### config.mk
export PLATFORM = sky130hd
export DESIGN_NAME = cpu_dbg_ctrl_flat
export DESIGN_NICKNAME = d
export VERILOG_FILES = /design/src/rtl/cpu_dbg_ctrl_if.sv /design/src/rtl/cpu_dbg_ctrl.sv /design/src/flat_wrapper.sv
export SDC_FILE = /design/constraint.sdc
export NUM_CORES = 1
export LEC_CHECK = 0
export CAP_MARGIN = 0
export CORE_UTILIZATION = 43
export CTS_CLUSTER_SIZE = 14
export DETAILED_ROUTE_END_ITERATION = 8
export GPL_ROUTABILITY_DRIVEN = 0
export PLACE_DENSITY = 0.83
export SETUP_SLACK_MARGIN = 0.4
export SLEW_MARGIN = 10
export SYNTH_ARGS = -nofsm -noshare
export SYNTH_HDL_FRONTEND = slang
export SYNTH_SLANG_ARGS = --single-unit
### constraint.sdc
create_clock -name clk -period 2.86 [get_ports clk]
set_input_delay 0.572 -clock clk [delete_from_list [all_inputs] [get_ports clk]]
set_output_delay 0.572 -clock clk [all_outputs]
set_load 0.05 [all_outputs]
### src/rtl/cpu_dbg_ctrl_if.sv
// Debug-port bundle between the board/UART debug front end (master) and the
// run-control sequencer (slave): a command channel and a register-dump stream.
//
// Handshake: both channels are valid/ready. A beat transfers on a rising clock
// edge where valid & ready are both high. The producer holds its payload
// stable while valid is high and ready is low. valid never waits on ready.
interface cpu_dbg_ctrl_if;
    logic        cmd_valid;
    logic        cmd_ready;
    logic [2:0]  cmd_op;
    logic [31:0] cmd_arg;
    logic        dump_valid;
    logic        dump_ready;
    logic [4:0]  dump_idx;
    logic [31:0] dump_data;

    modport master (
        output cmd_valid, cmd_op, cmd_arg, dump_ready,
        input  cmd_ready, dump_valid, dump_idx, dump_data
    );

    modport slave (
        input  cmd_valid, cmd_op, cmd_arg, dump_ready,
        output cmd_ready, dump_valid, dump_idx, dump_data
    );
endinterface

### src/rtl/cpu_dbg_ctrl.sv
// Run-control and debug sequencer for the single-cycle MIPS core: gates core
// state updates through cpu_en, implements halt/run/single-step, one PC
// breakpoint, an executed-instruction counter and a 32-GPR dump stream.
module cpu_dbg_ctrl #(
    parameter bit RUN_ON_RESET = 1'b1,
    parameter int CNT_W        = 32
) (
    input  logic             clk,
    input  logic             rst,
    cpu_dbg_ctrl_if.slave    dbg,
    input  logic [31:0]      pc,
    output logic             cpu_en,
    output logic [4:0]       reg_sel,
    input  logic [31:0]      reg_data,
    output logic             halted,
    output logic             bp_hit,
    output logic [CNT_W-1:0] instr_cnt,
    output logic [1:0]       dbg_state
);
    typedef enum logic [1:0] {
        ST_HALT = 2'd0,
        ST_RUN  = 2'd1,
        ST_STEP = 2'd2,
        ST_DUMP = 2'd3
    } state_t;

    localparam logic [2:0] OP_HALT    = 3'd1;
    localparam logic [2:0] OP_RUN     = 3'd2;
    localparam logic [2:0] OP_STEP    = 3'd3;
    localparam logic [2:0] OP_DUMP    = 3'd4;
    localparam logic [2:0] OP_SET_BP  = 3'd5;
    localparam logic [2:0] OP_CLR_BP  = 3'd6;
    localparam logic [2:0] OP_CLR_CNT = 3'd7;

    localparam logic [CNT_W-1:0] CNT_ONE = 1;

    state_t            state_q, state_d;
    logic              bp_en_q, bp_en_d;
    logic [31:0]       bp_addr_q, bp_addr_d;
    logic              bp_hit_q, bp_hit_d;
    logic              skip_q, skip_d;
    logic [4:0]        idx_q, idx_d;
    logic [CNT_W-1:0]  cnt_q, cnt_d;

    logic              cmd_acc;
    logic              bp_match;
    logic              in_run;
    logic              in_step;
    logic              in_dump;

    // Decode of the current state and the breakpoint comparator.
    always_comb begin
        in_run   = (state_q == ST_RUN);
        in_step  = (state_q == ST_STEP);
        in_dump  = (state_q == ST_DUMP);
        bp_match = bp_en_q & (pc == bp_addr_q) & ~skip_q;
        cpu_en   = (in_run & ~bp_match) | in_step;
        dbg.cmd_ready  = (state_q == ST_RUN) | (state_q == ST_HALT);
        cmd_acc        = dbg.cmd_valid & dbg.cmd_ready;
        dbg.dump_valid = in_dump;
        dbg.dump_idx   = idx_q;
        dbg.dump_data  = in_dump ? reg_data : 32'h0;
        reg_sel        = in_dump ? idx_q : 5'd0;
        halted         = (state_q == ST_HALT);
        bp_hit         = bp_hit_q;
        instr_cnt      = cnt_q;
        dbg_state      = state_q;
    end

    // Next-state logic: run control, breakpoint bookkeeping, dump walk, counter.
    always_comb begin
        state_d   = state_q;
        bp_en_d   = bp_en_q;
        bp_addr_d = bp_addr_q;
        bp_hit_d  = bp_hit_q;
        skip_d    = skip_q;
        idx_d     = idx_q;
        cnt_d     = cpu_en ? (cnt_q + CNT_ONE) : cnt_q;

        // The first executed instruction moves the PC off the breakpoint.
        if (cpu_en) begin
            skip_d = 1'b0;
        end

        // Breakpoint and counter commands are state-independent.
        if (cmd_acc) begin
            case (dbg.cmd_op)
                OP_SET_BP: begin
                    bp_addr_d = dbg.cmd_arg;
                    bp_en_d   = 1'b1;
                end
                OP_CLR_BP:  bp_en_d = 1'b0;
                OP_CLR_CNT: cnt_d   = '0;
                default: ;
            endcase
        end

        case (state_q)
            ST_RUN: begin
                if (bp_match) begin
                    state_d  = ST_HALT;
                    bp_hit_d = 1'b1;
                end else if (cmd_acc && dbg.cmd_op == OP_HALT) begin
                    state_d = ST_HALT;
                end
            end
            ST_HALT: begin
                if (cmd_acc) begin
                    case (dbg.cmd_op)
                        OP_RUN: begin
                            state_d  = ST_RUN;
                            bp_hit_d = 1'b0;
                            skip_d   = 1'b1;
                        end
                        OP_STEP: begin
                            state_d  = ST_STEP;
                            bp_hit_d = 1'b0;
                            skip_d   = 1'b1;
                        end
                        OP_DUMP: begin
                            state_d = ST_DUMP;
                            idx_d   = 5'd0;
                        end
                        default: ;
                    endcase
                end
            end
            ST_STEP: state_d = ST_HALT;
            ST_DUMP: begin
                if (dbg.dump_ready) begin
                    idx_d = idx_q + 5'd1;
                    if (idx_q == 5'd31) begin
                        state_d = ST_HALT;
                    end
                end
            end
            default: state_d = ST_HALT;
        endcase
    end

    // State registers; reset aborts any step or dump in progress.
    always_ff @(posedge clk or posedge rst) begin
        if (rst) begin
            state_q   <= RUN_ON_RESET ? ST_RUN : ST_HALT;
            bp_en_q   <= 1'b0;
            bp_addr_q <= 32'h0;
            bp_hit_q  <= 1'b0;
            skip_q    <= 1'b0;
            idx_q     <= 5'd0;
            cnt_q     <= '0;
        end else begin
            state_q   <= state_d;
            bp_en_q   <= bp_en_d;
            bp_addr_q <= bp_addr_d;
            bp_hit_q  <= bp_hit_d;
            skip_q    <= skip_d;
            idx_q     <= idx_d;
            cnt_q     <= cnt_d;
        end
    end
endmodule

### src/flat_wrapper.sv
// flat-port wrapper written by rule: the top's interface ports become plain ports
module cpu_dbg_ctrl_flat 
#(
    parameter bit RUN_ON_RESET = 1'b1,
    parameter int CNT_W        = 32
)
  (clk, rst, pc, cpu_en, reg_sel, reg_data, halted, bp_hit, instr_cnt, dbg_state, dbg_cmd_valid, dbg_cmd_op, dbg_cmd_arg, dbg_dump_ready, dbg_cmd_ready, dbg_dump_valid, dbg_dump_idx, dbg_dump_data);
  cpu_dbg_ctrl_if dbg_i ();
  input  logic clk;
  input  logic rst;
  input  logic [31:0] pc;
  output logic cpu_en;
  output logic [4:0] reg_sel;
  input  logic [31:0] reg_data;
  output logic halted;
  output logic bp_hit;
  output logic [CNT_W-1:0] instr_cnt;
  output logic [1:0] dbg_state;
  input wire logic [$bits(dbg_i.cmd_valid)-1:0] dbg_cmd_valid;
  input wire logic [$bits(dbg_i.cmd_op)-1:0] dbg_cmd_op;
  input wire logic [$bits(dbg_i.cmd_arg)-1:0] dbg_cmd_arg;
  input wire logic [$bits(dbg_i.dump_ready)-1:0] dbg_dump_ready;
  output wire logic [$bits(dbg_i.cmd_ready)-1:0] dbg_cmd_ready;
  output wire logic [$bits(dbg_i.dump_valid)-1:0] dbg_dump_valid;
  output wire logic [$bits(dbg_i.dump_idx)-1:0] dbg_dump_idx;
  output wire logic [$bits(dbg_i.dump_data)-1:0] dbg_dump_data;
  assign dbg_i.cmd_valid = dbg_cmd_valid;
  assign dbg_i.cmd_op = dbg_cmd_op;
  assign dbg_i.cmd_arg = dbg_cmd_arg;
  assign dbg_i.dump_ready = dbg_dump_ready;
  assign dbg_cmd_ready = dbg_i.cmd_ready;
  assign dbg_dump_valid = dbg_i.dump_valid;
  assign dbg_dump_idx = dbg_i.dump_idx;
  assign dbg_dump_data = dbg_i.dump_data;
  cpu_dbg_ctrl #(.RUN_ON_RESET(RUN_ON_RESET), .CNT_W(CNT_W)) u_core (.clk(clk), .rst(rst), .dbg(dbg_i), .pc(pc), .cpu_en(cpu_en), .reg_sel(reg_sel), .reg_data(reg_data), .halted(halted), .bp_hit(bp_hit), .instr_cnt(instr_cnt), .dbg_state(dbg_state));
endmodule
==> results.sh <==
export IMPL_outcome="completed"
export IMPL_finalCritPeriodShare_pct=96.5
export IMPL_finalMaxSlewViolations=0
export IMPL_finalInstanceArea_um2=6840
export IMPL_tightest_slew_ps=647
export IMPL_synth_fp_nets=533
export IMPL_rsz0062_at_grt="yes"
export IMPL_yosys_most_used_dff="dfrtp_1"
export IMPL_yosysUniqueCellTypes=47
export IMPL_r2r_slack_ps=390
export IMPL_vias_per_cell=5.39
export IMPL_worst_skew_pair_late_latency_ps=350
export IMPL_start_util_pct=44.8
export IMPL_leakage_uw=0.00299
export IMPL_grt_overflow_total=0
export IMPL_cts_num_sinks=74
export IMPL_hold_viol_final=0
export IMPL_drive_above_1_share_pct=22.2
export IMPL_synthTopCellsByArea="dfrtp_1 44%, mux2_2 8.6%, and3_1 6.7%"
export IMPL_r2r_start="u_core.bp_addr_q[11]"
export IMPL_startpoint_type="input pin"
export IMPL_max_slew_margin_pct=56.7
export IMPL_reg2regPathDepth=10
export IMPL_io_buffers=183
export IMPL_drc=0
export IMPL_die_h_um=101
export IMPL_wire_per_inst_um=16.1
export IMPL_via_count=4051
export IMPL_nets=723
export IMPL_hp_start="u_core.bp_hit"
export IMPL_path_clk_slew_ps=80
export IMPL_hpwlAfterDp_um=9080
export IMPL_dp_cells=728
export IMPL_grt_pass1_wl_um=19500
export IMPL_power_density_nw_per_um2=680
export IMPL_yosysTopAreaCell="dfrtp_1"
export IMPL_antenna_found_initial=0
export IMPL_p_total_uw=4650
export IMPL_critical_path_required_ps=2290
export IMPL_min_to="u_core.bp_hit"
export IMPL_setup_viol=0
export IMPL_yosys_area_top_type_share_pct=43.7
export IMPL_cp_arrival_ps=2190
export IMPL_synthArstFlopShare_pct=100
export IMPL_yosysMostFrequentCell="dfrtp_1"
export IMPL_holdWs_ps=515
export IMPL_stdcell_count=751
export IMPL_finalSetupTns_ps=0
export IMPL_core_area_um2=9330
export IMPL_grt_start_max_net_pins=45
export IMPL_drt_total_wl_um=12100
export IMPL_r2r_end="u_core.instr_cnt[25]"
export IMPL_placed_area_um2=6470
export IMPL_min_path_cells=2
export IMPL_synth_edff_count=0
export IMPL_clock_skew_ps=7.32
export IMPL_diodes=0
export IMPL_track_usage_pct=24.7
export IMPL_irDropWorstVdd_mv=0.752
export IMPL_syn_avg_cell_area_um2=9.80
export IMPL_htree_levels=3
export IMPL_tritoncts="yes"
export IMPL_drv_cap=0
export IMPL_syn_inst=427
export IMPL_first_pass_iters=4
export IMPL_ys_seq_area_share_pct=44.3
export IMPL_cts_root_buf="clkbuf_8"
export IMPL_fp_dieW_um=101
export IMPL_numCtsBuffers=9
export IMPL_syn2layout_area_growth_pct=63.4
export IMPL_hp_class="reg -> reg"
export IMPL_yosysWarnings=0
export IMPL_end_kind="output pin"
export IMPL_drt_iter0_drc=124
export IMPL_antenna_left=0
export IMPL_period_needed_ps=2760
export IMPL_dieArea_um2=10100
export IMPL_cp_max_fo=2
export IMPL_clockBufferDepth=2
export IMPL_grt_pass1_vias=3942
export IMPL_max_freq_mhz=363
export IMPL_ys_ff_latch=74
export IMPL_pin_count=184
export IMPL_netlist_top_cells_count="73 x dfrtp_1, 45 x and3_1, 36 x nand2_1, 32 x mux2_2, 29 x xor2_1"
export IMPL_crit_type="in -> out"
export IMPL_placementRows=35
export IMPL_netlist_area_um2=4180
-- routing by layer --
layer | track usage (%) | part of all wire [%] | wire length [um]
met5 | 0 | 0 | 0
met1 | 27.9 | 39 | 4660
met2 | 44.6 | 52 | 6270
met3 | 5.13 | 6.7 | 806
met4 | 11.6 | 3.0 | 357
-- layout by cell type (no fill, tap or decap), types with 4 or more instances in the layout --
| cell type | Yosys | routed |
|---|---|---|
| a21oi_1 | 24 | 24 |
| nor2_1 | 16 | 15 |
| mux2_2 | 32 | 32 |
| clkdlybuf4s50_1 | 0 | 111 |
| dfrtp_1 | 73 | 72 |
| clkdlybuf4s15_1 | 0 | 8 |
| nor3_1 | 5 | 5 |
| or3_1 | 19 | 18 |
| o21ai_0 | 19 | 19 |
| nand2_1 | 36 | 36 |
| or4_1 | 4 | 4 |
| buf_4 | 1 | 26 |
| dlygate4sd2_1 | 0 | 22 |
| nand4_1 | 9 | 9 |
| mux2i_1 | 7 | 7 |
| nand2b_1 | 9 | 8 |
| and3_1 | 45 | 45 |
| clkbuf_8 | 0 | 9 |
| xor2_1 | 29 | 29 |
| buf_12 | 0 | 31 |
| nand3_1 | 16 | 16 |
| nor4_1 | 13 | 10 |
-- power by group --
group	internal (uW)	switching, uW
registers	1310	304
clock network	498	410
logic	876	1240
-- cells by family (layout without fill, tap and decap cells) --
| family | count (synthesis) | count (layout) | share of synthesized area [%] |
|---|---|---|---|
| and+or+nand+nor | 188 | 188 | 25.6 |
| DFF | 74 | 74 | 44.3 |
| muxes | 39 | 39 | 10.3 |
| AOI/OAI and AO/OA | 58 | 58 | 8.20 |
| adders and majority gates | 3 | 3 | 0.897 |
| buffers and inverters | 30 | 225 | 2.93 |
| xor gates and xnor gates | 35 | 35 | 7.78 |
-- flip-flops by register name, summed over array words and instances (netlist names) --
register	count
u_core.bp_hit	1
u_core.dbg.dump_idx	5
u_core.bp_en_q	1
u_core.instr_cnt	32
u_core.bp_addr_q	32
u_core.skip_q	1
u_core.dbg_state	2
-- through the flow --
step                      utilization, %  setup WS [ps]
after floorplan                        -            139
after global placement              69.3           -192
after detailed placement            69.3           -248
after CTS                           72.1           91.5
after global routing                73.3           14.5
final                               73.3            101
-- cell type report --
type                    count  area, um2
multi-input cells         323       2310
repair buffers            203       2260
flip-flops and latches     74       1860
fillers                   686       2490
clock buffers               9        124
clock inverters             7        103
well taps                 129        161
inverters                   6       26.3
-- how the worst max path moves through the flow --
stage                   startpoint      to  slack (ps)
6_report                     pc[0]  cpu_en         100
5_1_grt              u_core.skip_q  cpu_en          10
4_1_cts              u_core.skip_q  cpu_en          90
3_5_place_dp                pc[11]  cpu_en        -250
3_3_place_gp                pc[11]  cpu_en        -190
2_1_floorplan  u_core.dbg_state[1]  cpu_en         140
-- critical path: stages --
cell           delay (ps)
dlygate4sd2_1         240
xor2_1                160
nor4_2                350
nand4_1               260
o41ai_4               310
inv_1                 130
buf_6                 170
-- what timing repair did --
| item | 4_1_cts | 5_1_grt |
|---|---|---|
| gates cloned | 0 | 1 |
| hold buffers | 0 | 0 |
| endpoints found under the setup margin | 34 | 34 |
| hold endpoints to repair | 0 | 0 |
| buffers inserted | 2 | 4 |
| gates resized for setup | 44 | 15 |
| pin swaps | 19 | 12 |
Power figures use the tool's default switching activity.
